File: config.mk
export PLATFORM = sky130hd
export DESIGN_NAME = uart_cmd_frame_decoder
export DESIGN_NICKNAME = d
export VERILOG_FILES = /design/src/rtl/is_pkg_uart_controller.sv /design/src/rtl/uart_addr_region_dec.sv /design/src/rtl/uart_cmd_frame_decoder.sv
export SDC_FILE = /design/constraint.sdc
export NUM_CORES = 1
export LEC_CHECK = 0
export CAP_MARGIN = 20
export CELL_PAD_IN_SITES_DETAIL_PLACEMENT = 1
export CELL_PAD_IN_SITES_GLOBAL_PLACEMENT = 1
export CORE_ASPECT_RATIO = 1.5
export CORE_MARGIN = 2
export CORE_UTILIZATION = 35
export CTS_CLUSTER_DIAMETER = 40
export CTS_CLUSTER_SIZE = 25
export DETAILED_ROUTE_END_ITERATION = 16
export PLACE_DENSITY = 0.64
export SLEW_MARGIN = 5
export SYNTH_ARGS = -nofsm -noshare
export SYNTH_HDL_FRONTEND = slang
export SYNTH_HIERARCHICAL = 1
export SYNTH_SLANG_ARGS = --single-unit
File: constraint.sdc
create_clock -name clk -period 13.36 [get_ports clk]
set_input_delay 2.672 -clock clk [delete_from_list [all_inputs] [get_ports clk]]
set_output_delay 2.672 -clock clk [all_outputs]
set_load 0.01 [all_outputs]
File: src/rtl/is_pkg_uart_controller.sv
// Shared UART controller definitions: region map, error codes, frame decoder states.
package is_pkg_uart_controller;

  localparam int NUM_REGIONS = 5;
  localparam int MAP_W       = 8;

  // Element 0 sits in the LSBs, so region 0 is the rightmost entry.
  localparam logic [NUM_REGIONS-1:0][MAP_W-1:0] REGION_BASE =
    {8'h40, 8'h29, 8'h19, 8'h08, 8'h00};
  localparam logic [NUM_REGIONS-1:0][MAP_W-1:0] REGION_END =
    {8'h4A, 8'h3F, 8'h28, 8'h18, 8'h07};

  typedef enum logic [1:0] {
    ERR_UNMAPPED = 2'd0,
    ERR_TIMEOUT  = 2'd1,
    ERR_OVERFLOW = 2'd2
  } err_code_t;

  typedef enum logic [1:0] {
    ST_IDLE,
    ST_COLLECT,
    ST_DECODE,
    ST_HOLD
  } state_t;

endpackage

File: src/rtl/uart_addr_region_dec.sv
// Combinational address-to-region lookup; the lowest matching region index wins.
// Zero latency, no handshake.
module uart_addr_region_dec #(
  parameter int NUM_REGIONS = 5,
  parameter int ADDR_W      = 8,
  parameter int IDX_W       = 3,
  parameter logic [NUM_REGIONS-1:0][ADDR_W-1:0] BASE = '0,
  parameter logic [NUM_REGIONS-1:0][ADDR_W-1:0] LAST = '0
) (
  input  logic [ADDR_W-1:0] addr,
  output logic              hit,
  output logic [IDX_W-1:0]  index,
  output logic [ADDR_W-1:0] offset
);

  logic [ADDR_W-1:0] diff;

  always_comb begin
    hit    = 1'b0;
    index  = '0;
    offset = '0;
    diff   = '0;
    // Walk downwards so a lower-indexed match overrides any higher one.
    for (int i = NUM_REGIONS - 1; i >= 0; i--) begin
      diff = addr - BASE[i];
      if (diff <= (LAST[i] - BASE[i])) begin
        hit    = 1'b1;
        index  = IDX_W'(i);
        offset = diff;
      end
    end
  end

endmodule

File: src/rtl/uart_cmd_frame_decoder.sv
// Assembles fixed-length UART command frames, maps the address byte to a region and holds the command until cmd_ready.
// Last byte to cmd_valid: 2 cycles; bytes arriving while a frame is pending are dropped and flagged as overflow.
module uart_cmd_frame_decoder
  import is_pkg_uart_controller::*;
#(
  parameter int FRAME_BYTES = 6,
  parameter int DATA_W      = 8,
  parameter int ADDR_W      = 8,
  parameter int NUM_REGIONS = is_pkg_uart_controller::NUM_REGIONS,
  parameter int TIMEOUT_CYC = 10000,
  parameter int REG_IDX_W   = (NUM_REGIONS > 1) ? $clog2(NUM_REGIONS) : 1,
  parameter logic [NUM_REGIONS-1:0][ADDR_W-1:0] REGION_BASE = is_pkg_uart_controller::REGION_BASE,
  parameter logic [NUM_REGIONS-1:0][ADDR_W-1:0] REGION_END  = is_pkg_uart_controller::REGION_END
) (
  input  logic                              clk,
  input  logic                              rst,
  input  logic [DATA_W-1:0]                 rx_data,
  input  logic                              rx_valid,
  output logic                              cmd_valid,
  input  logic                              cmd_ready,
  output logic [DATA_W-1:0]                 cmd_op,
  output logic [REG_IDX_W-1:0]              cmd_region,
  output logic [ADDR_W-1:0]                 cmd_offset,
  output logic [DATA_W*(FRAME_BYTES-2)-1:0] cmd_data,
  output logic                              err_valid,
  output logic [1:0]                        err_code,
  output logic [15:0]                       frame_cnt
);

  localparam int PAY_BYTES = FRAME_BYTES - 2;
  localparam int CNT_W     = $clog2(FRAME_BYTES);
  localparam int TO_W      = $clog2(TIMEOUT_CYC);

  state_t                              state;
  logic [FRAME_BYTES-1:0][DATA_W-1:0]  frame;
  logic [CNT_W-1:0]                    byte_cnt;
  logic [TO_W-1:0]                     to_cnt;
  logic [DATA_W*PAY_BYTES-1:0]         payload;
  logic                                map_hit;
  logic [REG_IDX_W-1:0]                map_index;
  logic [ADDR_W-1:0]                   map_offset;

  // Payload goes out MSB first: byte 2 lands in the top bits.
  always_comb begin
    payload = '0;
    for (int i = 0; i < PAY_BYTES; i++) begin
      payload[(PAY_BYTES-1-i)*DATA_W +: DATA_W] = frame[i+2];
    end
  end

  uart_addr_region_dec #(
    .NUM_REGIONS (NUM_REGIONS),
    .ADDR_W      (ADDR_W),
    .IDX_W       (REG_IDX_W),
    .BASE        (REGION_BASE),
    .LAST        (REGION_END)
  ) u_region_dec (
    .addr   (frame[1]),
    .hit    (map_hit),
    .index  (map_index),
    .offset (map_offset)
  );

  always_ff @(posedge clk or posedge rst) begin
    if (rst) begin
      state      <= ST_IDLE;
      frame      <= '0;
      byte_cnt   <= '0;
      to_cnt     <= '0;
      cmd_valid  <= 1'b0;
      cmd_op     <= '0;
      cmd_region <= '0;
      cmd_offset <= '0;
      cmd_data   <= '0;
      err_valid  <= 1'b0;
      err_code   <= ERR_UNMAPPED;
      frame_cnt  <= '0;
    end else begin
      err_valid <= 1'b0;
      unique case (state)
        ST_IDLE: begin
          if (rx_valid) begin
            frame[0] <= rx_data;
            byte_cnt <= CNT_W'(1);
            to_cnt   <= '0;
            state    <= ST_COLLECT;
          end
        end

        ST_COLLECT: begin
          if (rx_valid) begin
            frame[byte_cnt] <= rx_data;
            byte_cnt        <= byte_cnt + CNT_W'(1);
            to_cnt          <= '0;
            if (byte_cnt == CNT_W'(FRAME_BYTES - 1)) begin
              state <= ST_DECODE;
            end
          end else if (to_cnt == TO_W'(TIMEOUT_CYC - 1)) begin
            err_valid <= 1'b1;
            err_code  <= ERR_TIMEOUT;
            state     <= ST_IDLE;
          end else begin
            to_cnt <= to_cnt + TO_W'(1);
          end
        end

        ST_DECODE: begin
          if (map_hit) begin
            cmd_valid  <= 1'b1;
            cmd_op     <= frame[0];
            cmd_region <= map_index;
            cmd_offset <= map_offset;
            cmd_data   <= payload;
            state      <= ST_HOLD;
            if (rx_valid) begin
              err_valid <= 1'b1;
              err_code  <= ERR_OVERFLOW;
            end
          end else begin
            err_valid <= 1'b1;
            err_code  <= ERR_UNMAPPED;
            state     <= ST_IDLE;
          end
        end

        ST_HOLD: begin
          if (rx_valid) begin
            err_valid <= 1'b1;
            err_code  <= ERR_OVERFLOW;
          end
          if (cmd_ready) begin
            cmd_valid <= 1'b0;
            frame_cnt <= frame_cnt + 16'd1;
            state     <= ST_IDLE;
          end
        end

        default: state <= ST_IDLE;
      endcase
    end
  end

endmodule

==> flow_metrics.py, run 1 <==
metrics = {
    "timing": {
        "timing.final.crit_share_pct": 33.03,
        "worst_pin_slew_ps": 1014,
        "fmax_ghz": 0.2266,
        "finalSetupTns_ps": 0,
        "slew_headroom_pct": 32.39,
        "setup_viol_count_final": 0,
        "grt_setup_unrepaired": "false",
        "hold_viol": 0,
        "clock_skew_ps": 10.93,
        "slew_viol_final": 0,
        "period_minus_slack_ps": 4413,
    },
    "floorplanning": {
        "dieArea_um2": 19280,
        "die_h_um": 169.0,
        "io_pins": 83,
        "core_um2": 17870,
        "start_util_pct": 35.57,
        "die_w_um": 114.0,
        "row_count": 60,
    },
    "clock_network": {
        "clock_sinks": 138,
        "clockRootBuffer": "clkbuf_16",
        "cts.path.max_buffers": 2,
        "clkTransAtPathRegs_ps": 70,
        "htreeDepth": 4,
        "cts_setup_buffers": 0,
        "cts_inserted_buffers": 17,
        "postCtsHoldBufs": 0,
        "cts_tree": "yes",
        "insertion_delay_ps": 420,
        "post_cts_resized": 0,
    },
    "cells_and_area": {
        "layout-drive-gt1-share_pct": 25.96,
        "stdcell_area_um2": 7963,
        "multi_input_area_um2": 2728,
        "register_area_um2": 3453,
        "nFillCells": 1881,
        "syn2layout_area_growth_pct": 25.28,
        "antennaDiodeCount": 0,
        "final_net_count": 616,
    },
    "critical_path": {
        "cp-end-kind": "flip-flop",
        "cp.arrival_ps": 4710,
        "path_cells": "clkdlybuf4s50_1 > inv_2 > nor2_4 > nand2_2 > or4_1 > mux2_4",
        "slowest_stage": "or4_1",
        "cp_num_cells": 6,
        "crit_family": "simple AND/OR/NAND/NOR gates",
        "critPathBufInv": 2,
        "cp-start-kind": "primary input",
        "rr_startpoint": "frame[11]",
        "critical_path_class": "in2reg",
        "r2r_slack_ps": 9510,
        "cpPeakStageDelay_ps": 670,
        "cp_max_fo": 8,
        "crit_path_start": "rx_valid",
        "cp.required_ps": 13650,
        "r2r-end": "cmd_data[7]",
        "rr_worst_depth": 10,
    },
    "synthesis": {
        "synthCells": 507,
        "ys_ff_latch": 138,
        "async_flop_share_pct": 100.0,
        "synthFlopType": "dfrtp_1",
        "synth_edf_count": 0,
        "synthesis.area_um2": 6356,
        "ys_seq_area_share_pct": 54.33,
        "syn_nets": 534,
        "syn_avg_cell_area_um2": 12.54,
        "synth_cell_types": 61,
        "yosys_warnings": 6,
    },
    "power": {
        "power_density_nw_per_um2": 238.8,
        "power_frac_clock_pct": 25.7,
        "p_seq_share_pct": 38.0,
        "totalPowerFinal_mw": 1.901,
        "intPower_mw": 1.251,
        "p_comb_share_pct": 36.3,
        "ir_drop_mv": 0.07840,
        "switching_share_pct": 34.20,
        "power_switching_uw": 650.3,
        "p_leak_nw": 3.549,
    },
    "min_path": {
        "min-delay-start": "frame_cnt[15]",
        "min_to": "frame_cnt[15]",
        "worstHoldPathCells": 1,
        "hp-class": "reg2reg",
    },
    "drt": {
        "wl_um": 15180,
        "viasPerCell": 5.136,
        "num_vias": 4201,
        "first_iter_violations": 103,
        "wl_per_cell_um": 18.56,
        "ant_nets": 0,
        "drc": 0,
        "dr.pass1.iters": 4,
    },
    "outcome": {
        "status": "finished, final reports clean",
    },
    "place": {
        "io_buffer_count": 82,
        "place_area_um2": 7353,
        "dp_hpwl_um": 10690,
        "globalplace.congestion": 0.8422,
    },
    "grt": {
        "grt.total_usage_pct": 16.75,
        "grt_pass1_vias": 4646,
        "grt_pass1_wl_um": 24920,
        "antenna_found_initial": 0,
        "grt_max_degree": 82,
        "overflow": 0,
    },
    "job": {
        "max_cap_viol_count": 0,
    },
}
-- Yosys cell counts (all sizes together) (2+ instances only) --
cell type	n	area (µm²)
xor2	4	35.03
dfrtp	138	3453
ha	15	187.7
clkbuf	10	37.54
nand2	36	137.6
and3	4	25.02
nand4	8	50.05
o311ai	3	26.28
mux2	101	1197
nand3	19	95.09
o31ai	7	52.55
o41ai	2	17.52
o21ai	16	80.07
a21o	6	47.55
buf	11	82.58
nor4	3	33.78
and2	3	20.02
or3	6	43.79
a211o	2	17.52
nand2b	3	18.77
o21a	2	15.01
or2	3	18.77
nor2	23	103.9
xnor2	17	148.9
mux2i	2	20.02
nor3	12	65.06
or4	3	26.27
a31oi	4	40.04
inv	16	60.06
o31a	2	17.52
a21oi	13	65.06
-- cell type report --
class                           count  share of cell area (%)
Sequential cell                   138                   43.37
Multi-Input combinational cell    332                   34.26
Timing Repair Buffer               84                   10.50
Clock buffer                       17                   5.343
Tap cell                          217                   3.410
Clock inverter                     14                   2.310
Inverter                           16                  0.8171
-- state kept, by name, summed over array words and instances, names as in the netlist --
name / count
byte_cnt: 3
cmd_data: 32
cmd_offset: 8
cmd_op: 8
cmd_region: 3
cmd_valid: 1
err_code: 2
err_valid: 1
frame: 48
frame_cnt: 16
state: 2
to_cnt: 14
-- power by group through the flow --
stage               logic (mW)  registers [mW]  clock network (mW)
floorplan                0.449           0.696                   0
global placement         0.674           0.726                   0
detailed placement       0.695           0.734                   0
CTS                      0.701           0.729               0.500
global route             0.753           0.750               0.520
finish                   0.690           0.723               0.489
-- worst max-delay path by stage --
stage,to,slack [ps]
after detailed placement,frame[9],8520
after floorplan,byte_cnt[0],6990
final,frame[9],8950
after CTS,frame[9],8950
after global placement,frame[15],8580
after global routing,frame[9],8870
-- per-stage QoR --
stage,hold WS (ps),utilization [%],instances,setup slack [ps]
2_1_floorplan,475.0,-,507,6992
3_3_place_gp,468.6,41.16,787,8583
3_5_place_dp,466.6,41.16,787,8524
4_1_cts,480.4,44.57,818,8952
5_1_grt,508.7,44.57,818,8868
6_report,475.8,44.57,818,8947
-- cell usage in the layout, fill, tap and decap left out, drive strengths merged, types with 16 or more instances in the layout --
master,count
nand3,19
o21ai,16
nor2,23
nand2,36
xnor2,17
dfrtp,138
clkbuf,17
mux2,101
clkdlybuf4s50,82
inv,23
-- logic make-up (layout without fill, tap and decap cells) --
family	after synthesis	count (layout)	share of synthesized area, %
adder cells (fa/ha/maj)	15	15	2.953
AND/OR/NAND/NOR	129	129	10.93
XOR/XNOR	21	21	2.894
multiplexers	103	103	19.15
buffers and inverters	37	131	2.835
flip-flops	138	138	54.33
AO/OA/AOI/OAI	64	64	6.910
-- routing by layer --
metal  vias to the layer above  global-route usage [%]  wire [µm]
met5                         -                       0          0
met4                         0                   4.560        199
met3                        13                   3.903        346
met2                        60                   30.87       8480
met1                      2160                   19.21       6151
li1                       1968                       -          -
Note: power is estimated with default switching activity, not from simulation.
==> run 2, diff against run 1 <==
clock period = 4.12 ns   (was 13.36 ns; I/O delays follow)
==> run 2 against run 1 <==
Critical path depth grew 5. Sequential cell count is the same. Clock power grew to 3.1 times the previous value. Design area grew 0.28%. Die area is the same. Global-route usage grew 0.22 points. Non-clock buffer count grew 4. Via count grew 1.5%. Combinational power grew to 3.3 times the previous value. Clock skew shrank 2.9 ps.
==> flow_metrics.py, run 2 (same netlist as run 1, synthesis figures left out) <==
metrics = {
    "outcome": {
        "status": "finished, final reports clean",
    },
    "clock_network": {
        "clkTransAtPathRegs_ps": 60,
        "cts.path.max_buffers": 2,
        "clock_sinks": 138,
        "htreeDepth": 4,
        "insertion_delay_ps": 410,
        "post_cts_resized": 0,
        "clockRootBuffer": "clkbuf_16",
        "postCtsHoldBufs": 0,
        "cts_setup_buffers": 0,
        "cts_inserted_buffers": 17,
        "cts_tree": "yes",
    },
    "critical_path": {
        "cp.required_ps": 4420,
        "cp-end-kind": "flip-flop",
        "r2r-end": "cmd_data[19]",
        "cp.arrival_ps": 3660,
        "rr_startpoint": "frame[8]",
        "critical_path_class": "reg2reg",
        "path_cells": "inv_1 > ha_1 > nand2b_1 > a211o_1 > a32oi_1 > nor4_4 > nor2_4 > nand2_1 > nand3_2 > buf_4 > mux2_2",
        "crit_family": "simple AND/OR/NAND/NOR gates",
        "critPathBufInv": 2,
        "cpPeakStageDelay_ps": 520,
        "cp_max_fo": 36,
        "cp-start-kind": "flip-flop",
        "rr_worst_depth": 11,
        "r2r_slack_ps": 750,
        "cp_num_cells": 11,
        "slowest_stage": "dfrtp_1",
    },
    "grt": {
        "antenna_found_initial": 0,
        "grt.total_usage_pct": 16.97,
        "grt_pass1_wl_um": 25430,
        "overflow": 0,
        "grt_max_degree": 92,
        "grt_pass1_vias": 4749,
    },
    "drt": {
        "ant_nets": 0,
        "dr.pass1.iters": 4,
        "first_iter_violations": 165,
        "num_vias": 4266,
        "wl_um": 15520,
        "viasPerCell": 5.183,
        "drc": 0,
        "wl_per_cell_um": 18.86,
    },
    "cells_and_area": {
        "mostFrequentLayoutCell": "dfrtp_1",
        "largest_reg_flops": 48,
        "final_net_count": 620,
        "top_regs": "frame x48, cmd_data x32, frame_cnt x16",
        "syn2layout_area_growth_pct": 25.63,
        "antennaDiodeCount": 0,
        "largest_register": "frame",
        "layout-drive-gt1-share_pct": 26.40,
        "stdcell_area_um2": 7985,
        "layout_common_cells": "138 x dfrtp_1, 85 x mux2_2, 82 x clkdlybuf4s50_1",
    },
    "timing": {
        "setup_viol_count_final": 0,
        "period_minus_slack_ps": 3366,
        "slew_headroom_pct": 37.46,
        "grt_setup_unrepaired": "false",
        "hold_viol": 0,
        "worst_pin_slew_ps": 938.1,
        "hold_slack_ps": 484.5,
        "clock_skew_ps": 8.074,
        "slew_viol_final": 0,
        "timing.final.ws_setup_ps": 753.7,
        "finalSetupTns_ps": 0,
        "fmax_ghz": 0.2971,
        "timing.final.crit_share_pct": 81.71,
    },
    "place": {
        "globalplace.congestion": 0.8261,
        "io_buffer_count": 82,
        "dp_hpwl_um": 11040,
        "pre_cts_ws_ps": 779.3,
        "place_area_um2": 7395,
    },
    "min_path": {
        "min-delay-start": "err_code[0]",
        "hp-class": "reg2reg",
        "min_to": "err_code[0]",
        "worstHoldPathCells": 1,
    },
    "power": {
        "p_leak_nw": 3.561,
        "totalPowerFinal_mw": 6.149,
        "power_density_nw_per_um2": 770.1,
        "ir_drop_mv": 0.2524,
    },
    "floorplanning": {
        "start_util_pct": 35.57,
        "io_pins": 83,
        "die_h_um": 169.0,
        "die_w_um": 114.0,
        "row_count": 60,
        "dieArea_um2": 19280,
        "core_um2": 17870,
    },
    "job": {
        "max_cap_viol_count": 0,
    },
}
-- run 2: metrics by stage --
stage,util (%),instances
detailed placement,41.39,791
floorplan,-,507
CTS,44.69,823
finish,44.69,823
global placement,41.39,791
global route,44.69,823
-- run 2: cell type report --
type | instances | area, µm²
timing repair buffer | 88 | 878.3
clock inverter | 14 | 161.4
fill | 1865 | 9882
clock buffer | 18 | 429.2
sequential | 138 | 3453
tap | 217 | 271.5
multi-input combinational | 332 | 2728
inverter | 16 | 63.81
-- run 2: how the worst max path moves through the flow --
stage,startpoint,end,slack (ps)
after floorplan,frame[11],cmd_data[11],1120
after global routing,frame[8],cmd_data[1],580
after detailed placement,frame[8],cmd_data[9],780
after global placement,frame[8],cmd_data[5],870
final,frame[8],cmd_data[19],750
after CTS,frame[8],cmd_data[20],730
-- run 2: report_power, final --
group / switching [mW] / internal (mW) / leakage [nW] / total, mW
sequential: 0.478 / 1.86 / 1.76 / 2.34
clock: 0.622 / 0.907 / 0.284 / 1.53
combinational: 1.03 / 1.25 / 1.51 / 2.28
total: 2.13 / 4.02 / 3.56 / 6.15
-- run 2: layer usage --
metal | routed length [µm] | vias up | track usage, %
li1 | - | 1977 | -
met5 | 0 | - | 0
met4 | 259 | 0 | 6.045
met2 | 8645 | 70 | 31.31
met1 | 6195 | 2200 | 19.15
met3 | 419 | 19 | 3.401
